**config.mk**
```make
export PLATFORM = sky130hd
export DESIGN_NAME = multi_alarm_clock
export DESIGN_NICKNAME = d
export VERILOG_FILES = /design/src/rtl/clock_pkg.sv /design/src/rtl/clock_tick_gen.sv /design/src/rtl/multi_alarm_clock.sv
export SDC_FILE = /design/constraint.sdc
export NUM_CORES = 1
export LEC_CHECK = 0
export BUFFER_PORTS_ARGS = -buffer_cell sky130_fd_sc_hd__buf_2
export CORE_AREA = 3 3 124 102
export CTS_CLUSTER_SIZE = 20
export DETAILED_ROUTE_END_ITERATION = 8
export DIE_AREA = 0 0 127 105
export GPL_TIMING_DRIVEN = 0
export MAX_ROUTING_LAYER = met4
export PLACE_DENSITY = 0.83
export SLEW_MARGIN = 0
export SYNTH_ARGS = -nofsm -noshare
export SYNTH_HDL_FRONTEND = slang
export SYNTH_SLANG_ARGS = --single-unit
```
**constraint.sdc**
```tcl
create_clock -name clk -period 18.25 [get_ports clk]
set_input_delay 3.65 -clock clk [delete_from_list [all_inputs] [get_ports clk]]
set_output_delay 3.65 -clock clk [all_outputs]
set_load 0.005 [all_outputs]
```
**src/rtl/clock_pkg.sv**
```systemverilog
// Package: clock_pkg
// Shared widths, limits and the hour:minute type used by the alarm clock.
// hm_add_min() adds a signed minute offset to an hour:minute value and
// wraps the result around a 24-hour day.
package clock_pkg;

    localparam int HOUR_W       = 5;
    localparam int MIN_W        = 6;
    localparam int SEC_W        = 6;
    localparam int MAX_HOUR     = 23;
    localparam int MAX_MIN      = 59;
    localparam int MINS_PER_DAY = (MAX_HOUR + 1) * (MAX_MIN + 1);

    typedef struct packed {
        logic [HOUR_W-1:0] hour;
        logic [MIN_W-1:0]  min;
    } hm_t;

    function automatic hm_t hm_add_min(hm_t t, int add_min);
        int  total;
        hm_t r;
        total = (int'(t.hour) * (MAX_MIN + 1) + int'(t.min) + add_min) % MINS_PER_DAY;
        if (total < 0) begin
            total = total + MINS_PER_DAY;
        end
        r.hour = HOUR_W'(total / (MAX_MIN + 1));
        r.min  = MIN_W'(total % (MAX_MIN + 1));
        return r;
    endfunction

endpackage

```
**src/rtl/clock_tick_gen.sv**
```systemverilog
// Module: clock_tick_gen
// Seconds prescaler. Counts enabled clk cycles 0..TICKS_PER_SEC-1 and flags
// the wrap cycle, which is the cycle in which the time advances.
// Ports:
//   clk    in  clock
//   rst_n  in  asynchronous reset, active HIGH
//   ena    in  count enable; 0 holds the count
//   clear  in  restart the second (count -> 0, no tick this cycle)
//   tick   out combinational: this enabled cycle completes a second
module clock_tick_gen #(
    parameter int TICKS_PER_SEC = 1
) (
    input  logic clk,
    input  logic rst_n,
    input  logic ena,
    input  logic clear,
    output logic tick
);

    localparam int            CW   = (TICKS_PER_SEC > 1) ? $clog2(TICKS_PER_SEC) : 1;
    localparam logic [CW-1:0] LAST = CW'(TICKS_PER_SEC - 1);

    logic [CW-1:0] count;

    assign tick = ena && !clear && (count == LAST);

    // NOTE: despite its name, rst_n is active high, hence the posedge in the
    // sensitivity list; state registers use non-blocking assignments so every
    // flop samples pre-edge values.
    always_ff @(posedge clk or posedge rst_n) begin
        if (rst_n) begin
            count <= '0;
        end else if (clear) begin
            count <= '0;
        end else if (ena) begin
            count <= (count == LAST) ? '0 : count + CW'(1);
        end
    end

endmodule

```
**src/rtl/multi_alarm_clock.sv**
```systemverilog
// Module: multi_alarm_clock
// 24-hour hh:mm:ss timekeeper with a seconds prescaler, NUM_ALARMS
// programmable alarm slots, acknowledge and snooze. Time keeps running while
// an alarm rings.
// Ports:
//   clk, rst_n                  clock; asynchronous reset, active HIGH
//   ena                         timekeeping enable
//   set_time, set_hours/minutes load h:m (seconds cleared), range checked
//   alm_wr, alm_id, alm_hours,
//   alm_minutes, alm_en         write one alarm slot, range checked
//   ack, snooze                 stop ringing / stop and re-ring later
//   hours, minutes, seconds     current time
//   sec_tick                    1-cycle pulse with each seconds increment
//   alarm, alarm_id             ringing flag and slot of current/last ring
module multi_alarm_clock
    import clock_pkg::*;
#(
    parameter int TICKS_PER_SEC = 1,
    parameter int NUM_ALARMS    = 4,
    parameter int SNOOZE_MIN    = 5,
    parameter int IDW           = (NUM_ALARMS > 1) ? $clog2(NUM_ALARMS) : 1
) (
    input  logic              clk,
    input  logic              rst_n,
    input  logic              ena,
    input  logic              set_time,
    input  logic [HOUR_W-1:0] set_hours,
    input  logic [MIN_W-1:0]  set_minutes,
    input  logic              alm_wr,
    input  logic [IDW-1:0]    alm_id,
    input  logic [HOUR_W-1:0] alm_hours,
    input  logic [MIN_W-1:0]  alm_minutes,
    input  logic              alm_en,
    input  logic              ack,
    input  logic              snooze,
    output logic [HOUR_W-1:0] hours,
    output logic [MIN_W-1:0]  minutes,
    output logic [SEC_W-1:0]  seconds,
    output logic              sec_tick,
    output logic              alarm,
    output logic [IDW-1:0]    alarm_id
);

    logic             tick;
    logic             set_ok;
    logic             wr_ok;
    logic             check;
    logic [SEC_W-1:0] nxt_s;
    hm_t              nxt_hm;
    hm_t              cur_hm;
    hm_t              snz_target;

    hm_t              slot_hm [NUM_ALARMS];
    logic             slot_en [NUM_ALARMS];
    logic             slot_hit;
    logic [IDW-1:0]   slot_hit_id;

    logic             snz_pending;
    hm_t              snz_hm;
    logic [IDW-1:0]   snz_id;
    logic             snz_hit;

    assign set_ok = set_time && (set_hours <= HOUR_W'(MAX_HOUR))
                             && (set_minutes <= MIN_W'(MAX_MIN));
    assign wr_ok  = alm_wr && (alm_hours <= HOUR_W'(MAX_HOUR))
                           && (alm_minutes <= MIN_W'(MAX_MIN))
                           && (int'(alm_id) < NUM_ALARMS);

    // A valid set_time restarts the current second, so it also suppresses
    // the prescaler tick of the same cycle.
    clock_tick_gen #(
        .TICKS_PER_SEC(TICKS_PER_SEC)
    ) u_tick_gen (
        .clk   (clk),
        .rst_n (rst_n),
        .ena   (ena),
        .clear (set_ok),
        .tick  (tick)
    );

    // Time after one more second.
    // NOTE: every variable written here gets a default first so that no
    // path leaves it unassigned, which would infer a latch.
    always_comb begin
        nxt_s       = seconds + SEC_W'(1);
        nxt_hm.hour = hours;
        nxt_hm.min  = minutes;
        if (seconds == SEC_W'(MAX_MIN)) begin
            nxt_s = '0;
            if (minutes == MIN_W'(MAX_MIN)) begin
                nxt_hm.min  = '0;
                nxt_hm.hour = (hours == HOUR_W'(MAX_HOUR)) ? '0 : hours + HOUR_W'(1);
            end else begin
                nxt_hm.min = minutes + MIN_W'(1);
            end
        end
    end

    // Priority encoder: scanning downwards lets the lowest matching slot win.
    always_comb begin
        slot_hit    = 1'b0;
        slot_hit_id = '0;
        for (int i = NUM_ALARMS - 1; i >= 0; i--) begin
            if (slot_en[i] && (slot_hm[i] == nxt_hm)) begin
                slot_hit    = 1'b1;
                slot_hit_id = IDW'(i);
            end
        end
    end

    assign cur_hm     = '{hour: hours, min: minutes};
    assign snz_target = hm_add_min(cur_hm, SNOOZE_MIN);
    // Alarms are evaluated only when the new time lands on hh:mm:00.
    assign check      = tick && (nxt_s == '0);
    assign snz_hit    = snz_pending && (snz_hm == nxt_hm);

    always_ff @(posedge clk or posedge rst_n) begin
        if (rst_n) begin
            hours       <= '0;
            minutes     <= '0;
            seconds     <= '0;
            sec_tick    <= 1'b0;
            alarm       <= 1'b0;
            alarm_id    <= '0;
            snz_pending <= 1'b0;
            snz_hm      <= '0;
            snz_id      <= '0;
            // NOTE: the slot array is reset too, because reset must leave
            // every slot disabled; this keeps it in flops rather than RAM.
            for (int i = 0; i < NUM_ALARMS; i++) begin
                slot_hm[i] <= '0;
                slot_en[i] <= 1'b0;
            end
        end else begin
            sec_tick <= 1'b0;
            if (set_ok) begin
                hours   <= set_hours;
                minutes <= set_minutes;
                seconds <= '0;
            end else if (tick) begin
                hours    <= nxt_hm.hour;
                minutes  <= nxt_hm.min;
                seconds  <= nxt_s;
                sec_tick <= 1'b1;
            end

            if (wr_ok) begin
                slot_hm[alm_id] <= '{hour: alm_hours, min: alm_minutes};
                slot_en[alm_id] <= alm_en;
            end

            // While ringing, new matches are ignored; ack outranks snooze.
            if (alarm) begin
                if (ack) begin
                    alarm       <= 1'b0;
                    snz_pending <= 1'b0;
                end else if (snooze) begin
                    alarm       <= 1'b0;
                    snz_pending <= 1'b1;
                    snz_hm      <= snz_target;
                    snz_id      <= alarm_id;
                end
            end else if (check) begin
                // A slot match beats the snooze target; the snooze then
                // stays pending.
                if (slot_hit) begin
                    alarm    <= 1'b1;
                    alarm_id <= slot_hit_id;
                end else if (snz_hit) begin
                    alarm       <= 1'b1;
                    alarm_id    <= snz_id;
                    snz_pending <= 1'b0;
                end
            end
        end
    end

endmodule

```
Word-level counts from Yosys, hierarchy flattened --
Index checks and enable logic that the tools add are counted. W data, S select, Z words.
Storage, ports and cells: flip-flop bits (word level) 84, input bits 32, output and inout port bits 21, word-level logic and storage cells 123
Operators by class: $add $sub $neg 7, $mul 1, div/mod/pow operators 3, order comparisons 7, equal/unequal tests 10, mux-type cells 45, bitwise logic cells 4, reduce and logical (&&, ||, !) cells 23
Operators with widths (count):
- $eq A11 B11 Y1 | 5
- $bwmux W44 | 1
- $mux W6 | 6
- $add A32 B12 Y32 const B | 1
- $div A32 B7 Y32 const B | 1
- $lt A32 B1 Y1 const B | 1
- $mod A32 B12 Y32 const B | 1
- $mod A32 B7 Y32 const B | 1
- $mux W32 | 1
- $demux W11 S2 | 1
- $mux W1 | 22
- $mux W11 | 2
- $mux W5 | 4
- $add A12 B3 Y13 const B | 1
- $logic_and A1 B1 Y1 | 13
- $add A11 B6 Y12 | 1
- $add A6 B1 Y6 const B | 2
- $eq A6 B6 Y1 const B | 2
- $le A6 B6 Y1 const B | 2
- $mux W2 | 6
- $le A5 B5 Y1 const B | 2
- $reduce_bool A2 Y1 | 5
- $mul A5 B4 Y9 const B | 1
- $logic_not A6 Y1 | 1
- 14 further kinds | 17

Longest topological paths before layout --
word-level depth 13, mapped depth 37, mapped depth without buffers 33

Modules after synthesis --
A second synthesis with hierarchy kept.
Unflattened totals: cells, all modules 705, area total of the unflattened synthesis 6485.0 um^2
By module, submodules not included:
- multi_alarm_clock | instances 1, cells each 704, area an instance 6471.2 um^2, seq. area each 2077.0 um^2
- clock_tick_gen | instances 1, cells each 1, area an instance 13.8 um^2, seq. area each 0.0 um^2

Least setup slack after synthesis --
Ideal clock, no wire load.
kind register -> register, from register hours[0], to register snz_hm[5] (netlist bit), library setup time 0.095 ns, arrival 7.609 ns, required time 18.155 ns, setup slack 10.545 ns, cell stages (with the launch flop) 36, buffers on the path 2, clock period less this slack 7.705 ns, path through dfrtp_1 > fa_1 > inv_1 > fa_1 > fa_1 > inv_1 > ha_1 > ha_1 > clkbuf_1 > nand2_1 > a21oi_1 > or2_2 > buf_1 > nand2_2 > nor3_1 > xnor2_1 > o31ai_1 > ha_1 > inv_1 > a31o_2 > a21oi_2 > o31ai_1 > o21a_1 > a31oi_1 > xnor2_1 > or3b_1 > nor3_1 > o21ai_0 > mux2_2 > inv_1 > ha_1 > inv_1 > a2111oi_2 > nor3_2 > o31a_1 > o31ai_1
On the way: cells in the longest elaborated chain, start to end 7, elaborated cells between the ends (all ways) 8, those cells by class 3 x add/sub; 1 x mul; 2 x div; 1 x order compare; 1 x mux
RTL lines:
- start: declaration | RTL line multi_alarm_clock.sv:36 | output logic [HOUR_W-1:0] hours,
- start signal: assignment | RTL line multi_alarm_clock.sv:137 | hours <= set_hours;
- start signal: assignment | RTL line multi_alarm_clock.sv:141 | hours <= nxt_hm.hour;
- $mul A5 B4 Y9 * | RTL line clock_pkg.sv:22 | total = (int'(t.hour) * (MAX_MIN + 1) + int'(t.min) + add_min) % MINS_PER_DAY;
- $add A11 B6 Y12 * | RTL line clock_pkg.sv:22
- $add A12 B3 Y13 * | RTL line clock_pkg.sv:22
- $mod A32 B12 Y32 * | RTL line clock_pkg.sv:22
- $add A32 B12 Y32 or $lt A32 B1 Y1 (tied branches) | RTL line clock_pkg.sv:24, clock_pkg.sv:23
- $mux W32 * | RTL line clock_pkg.sv:23 | if (total < 0) begin
- $mod A32 B7 Y32 * | RTL line clock_pkg.sv:27 | r.min = MIN_W'(total % (MAX_MIN + 1));
- end signal: assignment | RTL line multi_alarm_clock.sv:160 | snz_hm <= snz_target;
- end: declaration | RTL line multi_alarm_clock.sv:59 | hm_t snz_hm;
Mark *: on every way between the ends. The rest lies on a longest branch, timed or not. A chain may end at the register's enable or synchronous reset.

Worst setup path after layout --
Ends and elaborated chain as after synthesis.

==> results.yml <==
cts:
  insertion_delay_ns: 0.35
  clk_path_buf_depth: 2
  clkTransAtPathRegs_ns: 0.06
  cts_resized: 0
  htreeDepth: 3
  cts_tree: "yes"
  hold_buffers: 0
  cts-root-buf: "clkbuf_16"
  cts_sinks: 83
  numCtsBuffers: 9
  cts_setup_buffers: 0
sta:
  max_freq_mhz: 114
  min_period_over_period: 0.481
  setup_viol: 0
  max_slew_margin: 0.342
  min_period_ns: 8.79
  rsz0062_at_grt: "false"
  tightest_slew_ns: 0.974
  final_max_slew_viol_count: 0
  hold_violations: 0
  setup_tns_ns: 0
  finClkSkew_ns: 0.00740
global_route:
  grt_antenna_before_repair: 0
  grt_pass1_vias: 5204
  grt_pass1_wl_um: 26700
  grt_max_degree: 68
  gr-usage-all-layers: 0.254
  grt_overflow: 0
detailed_routing:
  wl_um: 16400
  drc: 0
  drt_pre_antenna_iters: 5
  viasPerCell: 6.19
  drt_iter0_drc: 486
  detail-route-antenna-nets: 0
  vias: 5469
  wire_per_inst_um: 18.5
synthesis:
  yosysMostFrequentCell: "dfrtp_1"
  synthFlopType: "dfrtp_1"
  yosysTopAreaCell: "dfrtp_1"
  synth_top_cell_area_share: 0.329
  synth_common_cells: "dfrtp_1, nand2_1, mux2_2"
  yosysSeqAreaShare: 0.329
  ys_warn_count: 0
  synth_nets: 737
  async_reset_ff_frac: 1.00
  synth_area_um2: 6310
  synth_seq_cells: 83
  ys_types: 81
  synth_edf_count: 0
  syn_area_per_cell_um2: 9.46
  synthTopCellsByArea: "dfrtp_1, mux2_2, xnor2_1"
  synth_cells: 667
setup_path:
  setup.worst_path.end: "snz_hm[5]"
  criticalPathCategory: "reg -> reg"
  critical_path_depth: 35
  max_stage_delay_ns: 0.60
  crit_arrival_ns: 9.04
  r2r_end: "snz_hm[5]"
  rrSetupSlack_ns: 9.46
  end_kind: "flop"
  crit_buf_inv: 7
  crit_family: "adder cells"
  crit_top_cell: "inv_1"
  setup.worst_path.start: "hours[0]"
  path_max_fanout: 9
  startpoint_type: "flop"
  timing.rr.start: "hours[0]"
  crit_slowest_cell: "fa_1"
  r2r_cells: 35
  worstPathRequired_ns: 18.51
placed_design:
  port_buffers: 52
  dp_hpwl_um: 12000
  gp_congestion: 0.905
  dpl-instance-area_um2: 6780
floorplanning:
  die_y_um: 105
  rows: 35
  die_area_um2: 13300
  start_util: 0.550
  core_area_um2: 11500
  ios: 53
  die_x_um: 127
min_path:
  hp-class: "reg -> reg"
  hold_path_startpoint: "snz_id[0]"
finish:
  design_area_um2: 7140
  multiInputGateArea_um2: 3980
  syn_to_final_growth_pct: 13.1
  final_core_util: 0.622
  num-fill-cells: 915
  drive_above_1_share: 0.207
  layout.nets: 801
  final-seq-area_um2: 2080
  num_antenna_cells: 0
status:
  status: "completed"
job:
  maxCapViolations: 0
[sequential cells by signal (all words and copies together) (netlist names)]
| register | flops |
|---|---|
| minutes | 6 |
| snz_pending | 1 |
| snz_hm | 11 |
| slot_en | 4 |
| snz_id | 2 |
| alarm_id | 2 |
| slot_hm | 44 |
| seconds | 6 |
| hours | 5 |
| sec_tick | 1 |
| alarm | 1 |
[per-stage QoR]
| stage | setup slack [ns] | hold WS, ns | instances |
|---|---|---|---|
| global placement | 9.79 | 0.466 | 867 |
| global route | 8.88 | 0.537 | 884 |
| detailed placement | 9.62 | 0.479 | 868 |
| CTS | 9.55 | 0.493 | 884 |
| floorplan | 10.55 | 0.450 | 667 |
| finish | 9.46 | 0.493 | 884 |
[cells in the final DEF, fill, tap and decap left out, types with 4 or more instances in the layout]
master / n
xnor2_1: 47
a31oi_1: 6
o31ai_1: 9
or3_1: 5
mux2_2: 50
o21a_1: 5
and3_1: 7
nand3_1: 25
clkbuf_1: 15
fa_1: 7
and2_1: 5
nor3b_1: 4
o21ai_0: 32
nor2_1: 25
nor2b_1: 6
o211ai_1: 5
nor3_2: 4
inv_1: 33
mux2i_1: 8
buf_1: 4
o21ai_1: 8
a21o_1: 5
a211oi_1: 7
a21oi_1: 29
clkbuf_16: 9
dfrtp_1: 83
nand4_1: 10
nor3_1: 14
xor2_1: 33
ha_1: 31
nand2_1: 65
buf_2: 55
a22oi_1: 5
[logic make-up after synthesis]
family          share of synthesized area
mux                                 0.106
buf+inv                            0.0393
simple gates                        0.156
flops                               0.329
fa+ha+maj                          0.0837
compound gates                      0.172
xor+xnor                            0.114
[layout make-up]
type                            instances  share of cell area
Buffer                                 25              0.0163
Multi-Input combinational cell        524               0.558
Sequential cell                        83               0.291
Clock inverter                          6              0.0158
Inverter                               35              0.0188
Timing Repair Buffer                   53              0.0403
Clock buffer                           10              0.0335
Tap cell                              148              0.0260
[layer usage]
| layer | vias up | share of wire | GRT usage |
|---|---|---|---|
| met1 | 2672 | 0.45 | 0.348 |
| li1 | 2536 | - | - |
| met3 | 28 | 0.083 | 0.0746 |
| met4 | 0 | 0.015 | 0.0498 |
| met2 | 233 | 0.45 | 0.377 |
| met5 | - | 0 | - |
[tightest hold or removal path: stages (launching register included)]
cell	delay (ns)
dfrtp_1	0.34
nand2_1	0.05
o21ai_0	0.06
[how the worst min path moves through the flow]
stage | endpoint | slack (ns) | cells after the start
6_report | snz_id[0] | 0.49 | 2
5_1_grt | snz_id[0] | 0.54 | 2
4_1_cts | snz_id[0] | 0.49 | 2
3_5_place_dp | snz_id[0] | 0.48 | 2
3_3_place_gp | snz_id[0] | 0.47 | 2
2_1_floorplan | snz_id[0] | 0.45 | 2
Power is not shown: default switching activity piles up to over one toggle a cycle in this logic, so the estimate is an artifact.
